<file path="src/rtl/reg_file_pkg.sv">
// Shared constants and helpers for the register file with busy scoreboard.
package reg_file_pkg;

  localparam int DATA_W_DEF = 32;
  localparam int ADDR_W_DEF = 5;
  localparam int NUM_RD_DEF = 2;

  // Selects whether register 0 is a hardwired zero.
  typedef enum logic {
    ZERO_REG_OFF = 1'b0,
    ZERO_REG_ON  = 1'b1
  } zero_reg_e;

  // Bit offset of element idx inside a packed bus of width-wide elements.
  function automatic int unsigned slice_off(input int unsigned idx, input int unsigned width);
    return idx * width;
  endfunction

endpackage

</file>
<file path="src/rtl/reg_file_sb_if.sv">
// Issue/writeback-side bundle of the register file: read ports, writeback, reservations.
interface reg_file_sb_if #(
  parameter int DATA_W = 32,
  parameter int ADDR_W = 5,
  parameter int NUM_RD = 2
);
  logic                     rd_en;
  logic [NUM_RD*ADDR_W-1:0] rd_addr;
  logic [NUM_RD*DATA_W-1:0] rd_data;
  logic [NUM_RD-1:0]        rd_busy;
  logic                     wr_en;
  logic [ADDR_W-1:0]        wr_addr;
  logic [DATA_W-1:0]        wr_data;
  logic                     rsv_en;
  logic [ADDR_W-1:0]        rsv_addr;
  logic                     flush;
  logic [2**ADDR_W-1:0]     busy_vec;

  modport master (
    output rd_en, rd_addr, wr_en, wr_addr, wr_data, rsv_en, rsv_addr, flush,
    input  rd_data, rd_busy, busy_vec
  );

  modport slave (
    input  rd_en, rd_addr, wr_en, wr_addr, wr_data, rsv_en, rsv_addr, flush,
    output rd_data, rd_busy, busy_vec
  );
endinterface

</file>
<file path="src/rtl/rf_scoreboard.sv">
// Per-register busy bits: flush beats reservation, reservation beats writeback clear.
module rf_scoreboard
  import reg_file_pkg::*;
#(
  parameter int        ADDR_W   = ADDR_W_DEF,
  parameter zero_reg_e ZERO_REG = ZERO_REG_ON
) (
  input  logic                 clk,
  input  logic                 reset,
  input  logic                 wr_en,
  input  logic [ADDR_W-1:0]    wr_addr,
  input  logic                 rsv_en,
  input  logic [ADDR_W-1:0]    rsv_addr,
  input  logic                 flush,
  output logic [2**ADDR_W-1:0] busy_vec
);

  localparam int DEPTH = 2**ADDR_W;

  logic [DEPTH-1:0] busy_d, busy_q;

  // NOTE: every always_comb output gets a default first so no path leaves it unassigned (no latch).
  always_comb begin
    busy_d = busy_q;
    // Later assignments take priority: clear, then set, then flush.
    if (wr_en)  busy_d[wr_addr]  = 1'b0;
    if (rsv_en) busy_d[rsv_addr] = 1'b1;
    if (flush)  busy_d           = '0;
    if (ZERO_REG == ZERO_REG_ON) busy_d[0] = 1'b0;
  end

  // NOTE: sequential state uses non-blocking assignments so all flops update from pre-edge values.
  always_ff @(posedge clk or negedge reset) begin
    if (!reset) busy_q <= '0;
    else        busy_q <= busy_d;
  end

  assign busy_vec = busy_q;

endmodule

</file>
<file path="src/rtl/reg_file_sb.sv">
// Multi-read-port register file with registered, write-bypassed reads and a busy scoreboard.
module reg_file_sb
  import reg_file_pkg::*;
#(
  parameter int        DATA_W   = DATA_W_DEF,
  parameter int        ADDR_W   = ADDR_W_DEF,
  parameter int        NUM_RD   = NUM_RD_DEF,
  parameter zero_reg_e ZERO_REG = ZERO_REG_ON
) (
  input logic          clk,
  input logic          reset,
  reg_file_sb_if.slave bus
);

  localparam int DEPTH = 2**ADDR_W;

  logic [DEPTH-1:0][DATA_W-1:0] mem_d, mem_q;
  logic [NUM_RD*DATA_W-1:0]     rd_data_d, rd_data_q;
  logic [NUM_RD-1:0]            rd_busy_d, rd_busy_q;
  logic [ADDR_W-1:0]            rd_idx [NUM_RD];
  logic [DEPTH-1:0]             busy_vec;
  logic                         wr_fire;

  rf_scoreboard #(
    .ADDR_W  (ADDR_W),
    .ZERO_REG(ZERO_REG)
  ) u_scoreboard (
    .clk     (clk),
    .reset   (reset),
    .wr_en   (bus.wr_en),
    .wr_addr (bus.wr_addr),
    .rsv_en  (bus.rsv_en),
    .rsv_addr(bus.rsv_addr),
    .flush   (bus.flush),
    .busy_vec(busy_vec)
  );

  // A write to register 0 is dropped entirely when it is hardwired, including for bypass.
  assign wr_fire = bus.wr_en &&
                   !((ZERO_REG == ZERO_REG_ON) && (bus.wr_addr == '0));

  always_comb begin
    for (int i = 0; i < NUM_RD; i++) begin
      rd_idx[i] = bus.rd_addr[slice_off(i, ADDR_W) +: ADDR_W];
    end
  end

  always_comb begin
    mem_d = mem_q;
    if (wr_fire) mem_d[bus.wr_addr] = bus.wr_data;
  end

  // rd_busy sees the same-cycle writeback clear but not a same-cycle reservation.
  always_comb begin
    rd_data_d = rd_data_q;
    rd_busy_d = rd_busy_q;
    if (bus.rd_en) begin
      for (int i = 0; i < NUM_RD; i++) begin
        rd_data_d[slice_off(i, DATA_W) +: DATA_W] =
          (wr_fire && (bus.wr_addr == rd_idx[i])) ? bus.wr_data : mem_q[rd_idx[i]];
        rd_busy_d[i] = busy_vec[rd_idx[i]] &
                       ~(bus.wr_en && (bus.wr_addr == rd_idx[i]));
      end
    end
  end

  // NOTE: the array is built from flops, so it is reset like any other state; a RAM macro could not be.
  always_ff @(posedge clk or negedge reset) begin
    if (!reset) begin
      mem_q     <= '0;
      rd_data_q <= '0;
      rd_busy_q <= '0;
    end else begin
      mem_q     <= mem_d;
      rd_data_q <= rd_data_d;
      rd_busy_q <= rd_busy_d;
    end
  end

  assign bus.rd_data  = rd_data_q;
  assign bus.rd_busy  = rd_busy_q;
  assign bus.busy_vec = busy_vec;

endmodule

</file>
<file path="src/flat_wrapper.sv">
// flat-port wrapper written by rule: the top's interface ports become plain ports
module reg_file_sb_flat import reg_file_pkg::*;
#(
  parameter int        DATA_W   = DATA_W_DEF,
  parameter int        ADDR_W   = ADDR_W_DEF,
  parameter int        NUM_RD   = NUM_RD_DEF,
  parameter zero_reg_e ZERO_REG = ZERO_REG_ON
)
  (clk, reset, bus_rd_en, bus_rd_addr, bus_wr_en, bus_wr_addr, bus_wr_data, bus_rsv_en, bus_rsv_addr, bus_flush, bus_rd_data, bus_rd_busy, bus_busy_vec);
  reg_file_sb_if #(.DATA_W(DATA_W), .ADDR_W(ADDR_W), .NUM_RD(NUM_RD)) bus_i ();
  input logic clk;
  input logic reset;
  input wire logic [$bits(bus_i.rd_en)-1:0] bus_rd_en;
  input wire logic [$bits(bus_i.rd_addr)-1:0] bus_rd_addr;
  input wire logic [$bits(bus_i.wr_en)-1:0] bus_wr_en;
  input wire logic [$bits(bus_i.wr_addr)-1:0] bus_wr_addr;
  input wire logic [$bits(bus_i.wr_data)-1:0] bus_wr_data;
  input wire logic [$bits(bus_i.rsv_en)-1:0] bus_rsv_en;
  input wire logic [$bits(bus_i.rsv_addr)-1:0] bus_rsv_addr;
  input wire logic [$bits(bus_i.flush)-1:0] bus_flush;
  output wire logic [$bits(bus_i.rd_data)-1:0] bus_rd_data;
  output wire logic [$bits(bus_i.rd_busy)-1:0] bus_rd_busy;
  output wire logic [$bits(bus_i.busy_vec)-1:0] bus_busy_vec;
  assign bus_i.rd_en = bus_rd_en;
  assign bus_i.rd_addr = bus_rd_addr;
  assign bus_i.wr_en = bus_wr_en;
  assign bus_i.wr_addr = bus_wr_addr;
  assign bus_i.wr_data = bus_wr_data;
  assign bus_i.rsv_en = bus_rsv_en;
  assign bus_i.rsv_addr = bus_rsv_addr;
  assign bus_i.flush = bus_flush;
  assign bus_rd_data = bus_i.rd_data;
  assign bus_rd_busy = bus_i.rd_busy;
  assign bus_busy_vec = bus_i.busy_vec;
  reg_file_sb #(.DATA_W(DATA_W), .ADDR_W(ADDR_W), .NUM_RD(NUM_RD), .ZERO_REG(ZERO_REG)) u_core (.clk(clk), .reset(reset), .bus(bus_i));
endmodule
</file>
<file path="config.mk">
export PLATFORM = sky130hd
export DESIGN_NAME = reg_file_sb_flat
export DESIGN_NICKNAME = d
export VERILOG_FILES = /design/src/rtl/reg_file_pkg.sv /design/src/rtl/reg_file_sb_if.sv /design/src/rtl/rf_scoreboard.sv /design/src/rtl/reg_file_sb.sv /design/src/flat_wrapper.sv
export SDC_FILE = /design/constraint.sdc
export NUM_CORES = 2
export LEC_CHECK = 0
export ABC_CLOCK_PERIOD_IN_PS = 2100
export CORE_MARGIN = 2
export CORE_UTILIZATION = 63
export DETAILED_ROUTE_END_ITERATION = 10
export GPL_TIMING_DRIVEN = 0
export HOLD_SLACK_MARGIN = 0.15
export PLACE_DENSITY = 0.81
export SLEW_MARGIN = 40
export SYNTH_ARGS = -nofsm -noshare
export SYNTH_HDL_FRONTEND = slang
export SYNTH_HIERARCHICAL = 1
export SYNTH_SLANG_ARGS = --single-unit
</file>
<file path="constraint.sdc">
create_clock -name clk -period 2.1 [get_ports clk]
set_input_delay 0.42 -clock clk [delete_from_list [all_inputs] [get_ports clk]]
set_output_delay 0.42 -clock clk [all_outputs]
set_load 0.01 [all_outputs]
</file>
; ---- After elaboration in Yosys (flattened, before gate mapping)
; Index checks and enable logic that the tools add are counted.
[classes]
reduce_logical = 9
muxes = 20
eq_ne = 2
magnitude_cmp = 6
bitwise_logic = 7
[op_table]
columns = cell, count
row1 = bitwise mux 1024 bit, 1
row2 = binary-select mux 32 bit (select 5 bit), 2
row3 = 2-to-1 mux 32 bit, 8
row4 = demux 32 bit (select 5 bit), 1
row5 = AND 32 bit, 1
row6 = NOT 32 bit, 1
row7 = bitwise OR 32 bit, 1
row8 = less-than comparator 5 x 6 -> 1 bit (second input constant), 4
row9 = binary-select mux 1 bit (select 5 bit), 2
row10 = demux 1 bit (select 5 bit), 2
row11 = equality test 5 bit, 2
row12 = >= comparator 5 x 1 -> 1 bit (second input constant), 2
row13 = logical AND 1 bit, 7
row14 = logical NOT 5 bit, 1
row15 = 2-to-1 mux 1 bit, 4
row16 = AND 1 bit, 2
row17 = NOT 1 bit, 2
row18 = logical NOT 1 bit, 1
[totals]
word_cells = 79
out_inout_bits = 98
in_bits = 58
reg_bits = 1121

; ---- Depth between registers and ports, before layout
[logic_depth]
depth_word = 10
ltp_mapped = 10
mapped_depth_nobuf = 5

; ---- Modules after synthesis
; The synthesis kept the hierarchy.
[by_module_without_submodules]
columns = mod, seq_area_each_um2, n_inst, cells_per_inst, area_per_inst_um2
row1 = reg_file_sb, 27276.2, 1, 3598, 57196.1
row2 = rf_scoreboard, 775.7, 1, 155, 1520.2

; ---- Least setup slack after synthesis
; No wires, ideal clock.
[synth_path]
kind = input port to flip-flop
start = in bus_rd_addr[6]
end = reg u_core.rd_busy_q[1], in the netlist u_core/bus.rd_busy[1]
setup_time_ns = 0.151
path_stages = 6
path_slack_ns = -0.282
t_required_ns = 1.949
path_buffers = 2
arrival_ns = 2.231
cell_sequence = clkbuf_1 -> buf_1 -> mux4_2 -> mux4_2 -> o2111ai_1 -> o221ai_1
[synth_between]
elab_chain_len = 4
word_cells_on_any_way = 6
classes_between = eq/ne: 1 / mux: 2 / bitwise: 2 / reduce/logical: 1
[synth_rtl]
columns = element, line_no
row1 = from (decl), flat_wrapper.sv:14  ; input wire logic [$bits(bus_i.rd_addr)-1:0] bus_rd_addr;
row2 = "parallel branches: the longest is 3 deep, another holds binary-select mux 1 bit (select 5 bit)", n/a
row3 = AND 1 bit (*), reg_file_sb.sv:61  ; rd_busy_d[i] = busy_vec[rd_idx[i]] &
row4 = to (signal assigned), reg_file_sb.sv:76  ; rd_busy_q <= rd_busy_d;
row5 = to (decl), reg_file_sb.sv:19  ; logic [NUM_RD-1:0] rd_busy_d, rd_busy_q;
; Every way passes the cells marked *. The select of a mux whose other input is x is not followed.
; A chain may end at the register's enable or synchronous reset.

; ---- Final worst setup path
[layout_path]
start = in bus_wr_en
end = reg u_core/mem_q[503] in the netlist's numbering
[layout_between]
elab_chain_len = 1
[layout_rtl]
columns = element, line_no
row1 = from (decl), flat_wrapper.sv:15  ; input wire logic [$bits(bus_i.wr_en)-1:0] bus_wr_en;
row2 = logical AND 1 bit, reg_file_sb.sv:39  ; assign wr_fire = bus.wr_en &&
row3 = to (signal assigned), reg_file_sb.sv:74  ; mem_q <= mem_d;
row4 = to (decl), reg_file_sb.sv:17  ; logic [DEPTH-1:0][DATA_W-1:0] mem_d, mem_q;
; No other way between the ends.

==> out/metrics.sh <==
SYNTH.NET_COUNT=3811
LAYOUT_SETUP_WS_NS=-0.125
SYNTH.MOST_COMMON_CELL='sky130_fd_sc_hd__dfrtp_1'
POST_LAYOUT_CELL_COUNT=5411
ROUTE.FINAL.WIRE_LENGTH_MM=219
FLOP_AND_LATCH_COUNT_OUT_OF_SYNTHESIS=1121
CTSLONGESTPATHBUFFERS=3
GRT_PASS1_VIAS=42233
PORT-BUFFER-COUNT=147
FIN_SETUP_TNS_NS=-7.60
MULTI_INPUT_AREA_MM2=0.0292
CP_SLOWEST_STAGE_DELAY_NS=0.59
TIMING.SLEW.HEADROOM_PCT=37.4
TIMING.FINAL.SETUP_VIOLATIONS=197
ROUTE.DETAILED.WL_PER_INST_UM=40.5
DP.CELLS=5164
ROUTE.VIAS.TOTAL=42217
SYNTHDOMINANTCELLAREASHARE_PCT=47.8
WORST_EP_REQUIRED_TIME_NS=2.72
GR-USAGE-ALL-LAYERS_PCT=46.8
FINAL-SEQ-AREA_MM2=0.0281
FILLERINSTANCES=5461
STATUS='finished with violations'
LAYOUT-DRIVE-GT1-SHARE_PCT=51.5
SYNTH_COMPOUND_GATE_AREA_SHARE_PCT=2.95
DRV.MAX_CAP_VIOLATION_COUNT=0
HOLD_PATH_CLASS='in2async'
ASYNC_FLOP_SHARE_PCT=100
CLK_LAT_WORST_SKEW_NS=0.75
FINAL-HOLD-VIOLATION-COUNT=79
FINAL_UTIL_PCT=73.9
MAXSLEWVIOLCOUNT=0
POWERDENSITY_mW_PER_MM2=951
HTREEDEPTH=3
YOSYSUNIQUECELLTYPES=65
SYNTH-SEQ-AREA-SHARE_PCT=47.8
DRC=0
FLOORPLAN.DIE.HEIGHT_UM=309
CRITICAL_PATH.N_BUFFERS_INVERTERS=2
SYNTHESIZED_NETLIST_CELL_COUNT=3753
DETAILEDPLACEMENTHPWL_MM=140
MAX_SLEW.WORST_PIN.SLEW_NS=0.940
VIA_PER_INST=7.80
POSTSYNTHAREAPERCELL_UM2=15.6
GRT_START_MAX_NET_PINS=116
FLOORPLAN.DIE_AREA_MM2=0.0957
CHIPWIDTH_UM=309
SYNTH_TOP_CELLS_BY_COUNT='sky130_fd_sc_hd__dfrtp_1, sky130_fd_sc_hd__mux2_2, sky130_fd_sc_hd__mux4_2'
POWER.STATIC_LEAKAGE_nW=29.9
FLOORPLAN.CORE_AREA_MM2=0.0921
SYNTH_TOP_CELLS_BY_AREA='sky130_fd_sc_hd__dfrtp_1, sky130_fd_sc_hd__mux4_2, sky130_fd_sc_hd__mux2_2, sky130_fd_sc_hd__clkbuf_1, sky130_fd_sc_hd__mux4_1'
SYN_WARNINGS=6
NETLIST.TOP_CELL.BY_AREA='sky130_fd_sc_hd__dfrtp_1'
CRITICAL_PATH_PEAK_FANOUT=12
FINAL.SETUP_SKEW_NS=0.0259
PLACE_CONGESTION=1.03
NUMBER_OF_DRC_VIOLATIONS_AFTER_DETAILED_ROUTING_ITERATION_0=6788
WORST_SETUP_HOLD_PATH_CLK_SLEW_NS=0.06
VIOLATED_CHECKS='hold timing, setup timing'
GR-TOTAL-OVERFLOW=0
FIN_CRIT_SH_PCT=106
YOSYS.AREA_SHARE.SIMPLE_PCT=3.00
CPLARGESTDELAYFAMILY='buffers and inverters'
WORST_HOLD_SLACK_NS=-0.401
ANTENNA_FOUND_INITIAL=12
SYNTH_FF_TYPE='sky130_fd_sc_hd__dfrtp_1'
CRITPATHARRIVALTIME_NS=2.85
PLACEMENT_ROWS=111
CTSROOTBUFFERMASTER='sky130_fd_sc_hd__clkbuf_16'
FIN_NETS=4116
CP_SLOWEST_CELL='sky130_fd_sc_hd__clkbuf_2'
SYNTHXORXNORAREAFRAC_PCT=0.149
SYNTH_MUX_AREA_SHARE_PCT=42.9
SYNTH_TOP_FAMILY_BY_AREA='multiplexers'
PATH_CLASS='in2reg'
AREAGROWTHSYNTHTOFINISH_PCT=15.9
SYNTH_AREA_MM2=0.0587
DETAIL-ROUTE-ANTENNA-NETS=0
CTS.SINKS=1121
CRIT_PATH_CELL_TRACE='dlygate4sd2_1 > nand3_1 > nor2_2 > clkbuf_2 > mux2_2'
IO-PIN-COUNT=156
CTS-BUFFERS-INSERTED=117
SYNTH_ENABLE_FLOP_CELLS=0
GRT_SETUP_UNREPAIRED='true'
START_UTIL_PCT=63.8
CAPTURING_ELEMENT_TYPE_OF_THE_CRITICAL_PATH='flip-flop'
TRITONCTS='done'
DRT_FIRST_PASS_ITERS=7
SYNTH_ADDER_AREA_SHARE_PCT=0
IR_WORST_VDD_V=0.000810
GLOBAL_ROUTE_WIRE_LENGTH_BEFORE_REPAIR_MM=307
CP_LAUNCH_TYPE='primary input'
TIMING.FINAL.CRIT_PERIOD_NS=2.22
ACHIEVABLE_FREQ_GHz=0.449
==> metrics by stage <==
step	hold WS [ns]	total power [mW]	worst slack (ns)	area, µm²
after floorplan	0.124	37.3	-0.125	59100
after global placement	0.451	41.3	-50.02	62100
after detailed placement	0.364	42.2	-2.35	62700
after CTS	-0.373	64.1	-0.0711	67800
after global routing	-0.375	66.5	0.00113	68000
final	-0.401	64.7	-0.125	68100
==> cell type report <==
type	instances	share of cell area [%]
antenna	13	0.0478
timing repair buffer	189	3.10
tap	1243	2.28
multi-input combinational	2215	42.9
inverter	10	0.0625
clock inverter	46	0.857
sequential	1121	41.2
buffer	404	4.41
clock buffer	170	5.13
==> worst reg2reg max path, cell delays in order (launching register included) <==
cell and delay [ns]:
sky130_fd_sc_hd__dfrtp_1 0.40, sky130_fd_sc_hd__mux4_2 0.47, sky130_fd_sc_hd__mux4_2 0.49, sky130_fd_sc_hd__nor2b_1 0.18, sky130_fd_sc_hd__a2111o_1 0.39
==> worst paths after layout <==
check                                       start                          endpoint  slack [ns]  cells after the start
worst max-delay path                    bus_wr_en                 u_core/mem_q[503]       -0.12                      5
worst min-delay path                        reset   u_core/u_scoreboard/busy_vec[6]       -0.40                      1
worst max register to register  u_core/mem_q[989]            u_core/bus.rd_data[61]        0.05                      4
worst min register to register   u_core/mem_q[21]                  u_core/mem_q[21]        0.48                      1
max in group asynchronous                   reset                 u_core/mem_q[465]        0.44                      6
min in group clk                   bus_wr_addr[3]  u_core/u_scoreboard/busy_vec[25]        0.26                      4
==> cells in the final DEF, fill, tap and decap left out, types with 13 or more instances in the layout <==
cell,instances
sky130_fd_sc_hd__nand2_4,16
sky130_fd_sc_hd__buf_16,14
sky130_fd_sc_hd__dlygate4sd2_1,69
sky130_fd_sc_hd__clkbuf_4,76
sky130_fd_sc_hd__a22oi_1,59
sky130_fd_sc_hd__dlymetal6s2s_1,19
sky130_fd_sc_hd__clkbuf_1,164
sky130_fd_sc_hd__a32oi_1,25
sky130_fd_sc_hd__clkdlybuf4s50_1,53
sky130_fd_sc_hd__o21ai_1,27
sky130_fd_sc_hd__buf_4,60
sky130_fd_sc_hd__buf_2,19
sky130_fd_sc_hd__clkbuf_16,125
sky130_fd_sc_hd__nand3_1,35
sky130_fd_sc_hd__nor2b_1,23
sky130_fd_sc_hd__o21ai_0,104
sky130_fd_sc_hd__mux4_1,13
sky130_fd_sc_hd__and2b_1,18
sky130_fd_sc_hd__dfrtp_1,1109
sky130_fd_sc_hd__nor2_2,13
sky130_fd_sc_hd__buf_12,15
sky130_fd_sc_hd__clkinv_2,21
sky130_fd_sc_hd__mux2i_1,42
sky130_fd_sc_hd__nor2_1,13
sky130_fd_sc_hd__buf_6,40
sky130_fd_sc_hd__mux2_2,934
sky130_fd_sc_hd__nand2b_1,59
sky130_fd_sc_hd__buf_8,23
sky130_fd_sc_hd__mux4_2,616
sky130_fd_sc_hd__clkbuf_2,35
sky130_fd_sc_hd__nand2_1,96
sky130_fd_sc_hd__clkbuf_8,47
sky130_fd_sc_hd__diode_2,13
==> timing repair <==
action | CTS | global route
pin swaps | 7 | 1
endpoints found under the hold margin | 205 | 162
gates resized for setup | 366 | 52
gates cloned | 1 | 1
hold buffers | 3 | 1
setup endpoints to repair | 1152 | 315
setup buffers | 14 | 1
==> cells by family (layout without fill, tap and decap cells) <==
| group | after synthesis | count (layout) |
|---|---|---|
| AO/OA/AOI/OAI | 265 | 265 |
| XOR/XNOR | 10 | 10 |
| buffers and inverters | 417 | 819 |
| flip-flops | 1121 | 1121 |
| multiplexers | 1606 | 1606 |
| other | 1 | 14 |
| AND/OR/NAND/NOR | 333 | 333 |
==> flip-flops by register name, summed over array words and instances, names as in the netlist <==
| signal | count |
|---|---|
| u_core/bus.rd_busy | 2 |
| u_core/bus.rd_data | 64 |
| u_core/mem_q | 1024 |
| u_core/u_scoreboard/busy_vec | 31 |
==> power by group <==
| group | total, mW | internal, mW | leakage (nW) | switching, mW |
|---|---|---|---|---|
| combinational | 13.8 | 8.06 | 13.5 | 5.74 |
| sequential | 28.8 | 25.6 | 14.4 | 3.20 |
| clock | 22.1 | 13.0 | 2.01 | 9.11 |
| total | 64.7 | 46.7 | 29.9 | 18.1 |
==> layer usage <==
metal  part of all wire, %  vias up  GRT usage, %  routed length [µm]
li1                      -    15211             -                   -
met1                    33    21895          58.2               72600
met2                    42     3920          64.2               91300
met3                    16     1167          23.3               35000
met4                   9.0       24          32.1               19700
met5                  0.24        -          2.02                 526
No activity file was read; power rests on OpenSTA's default activity.
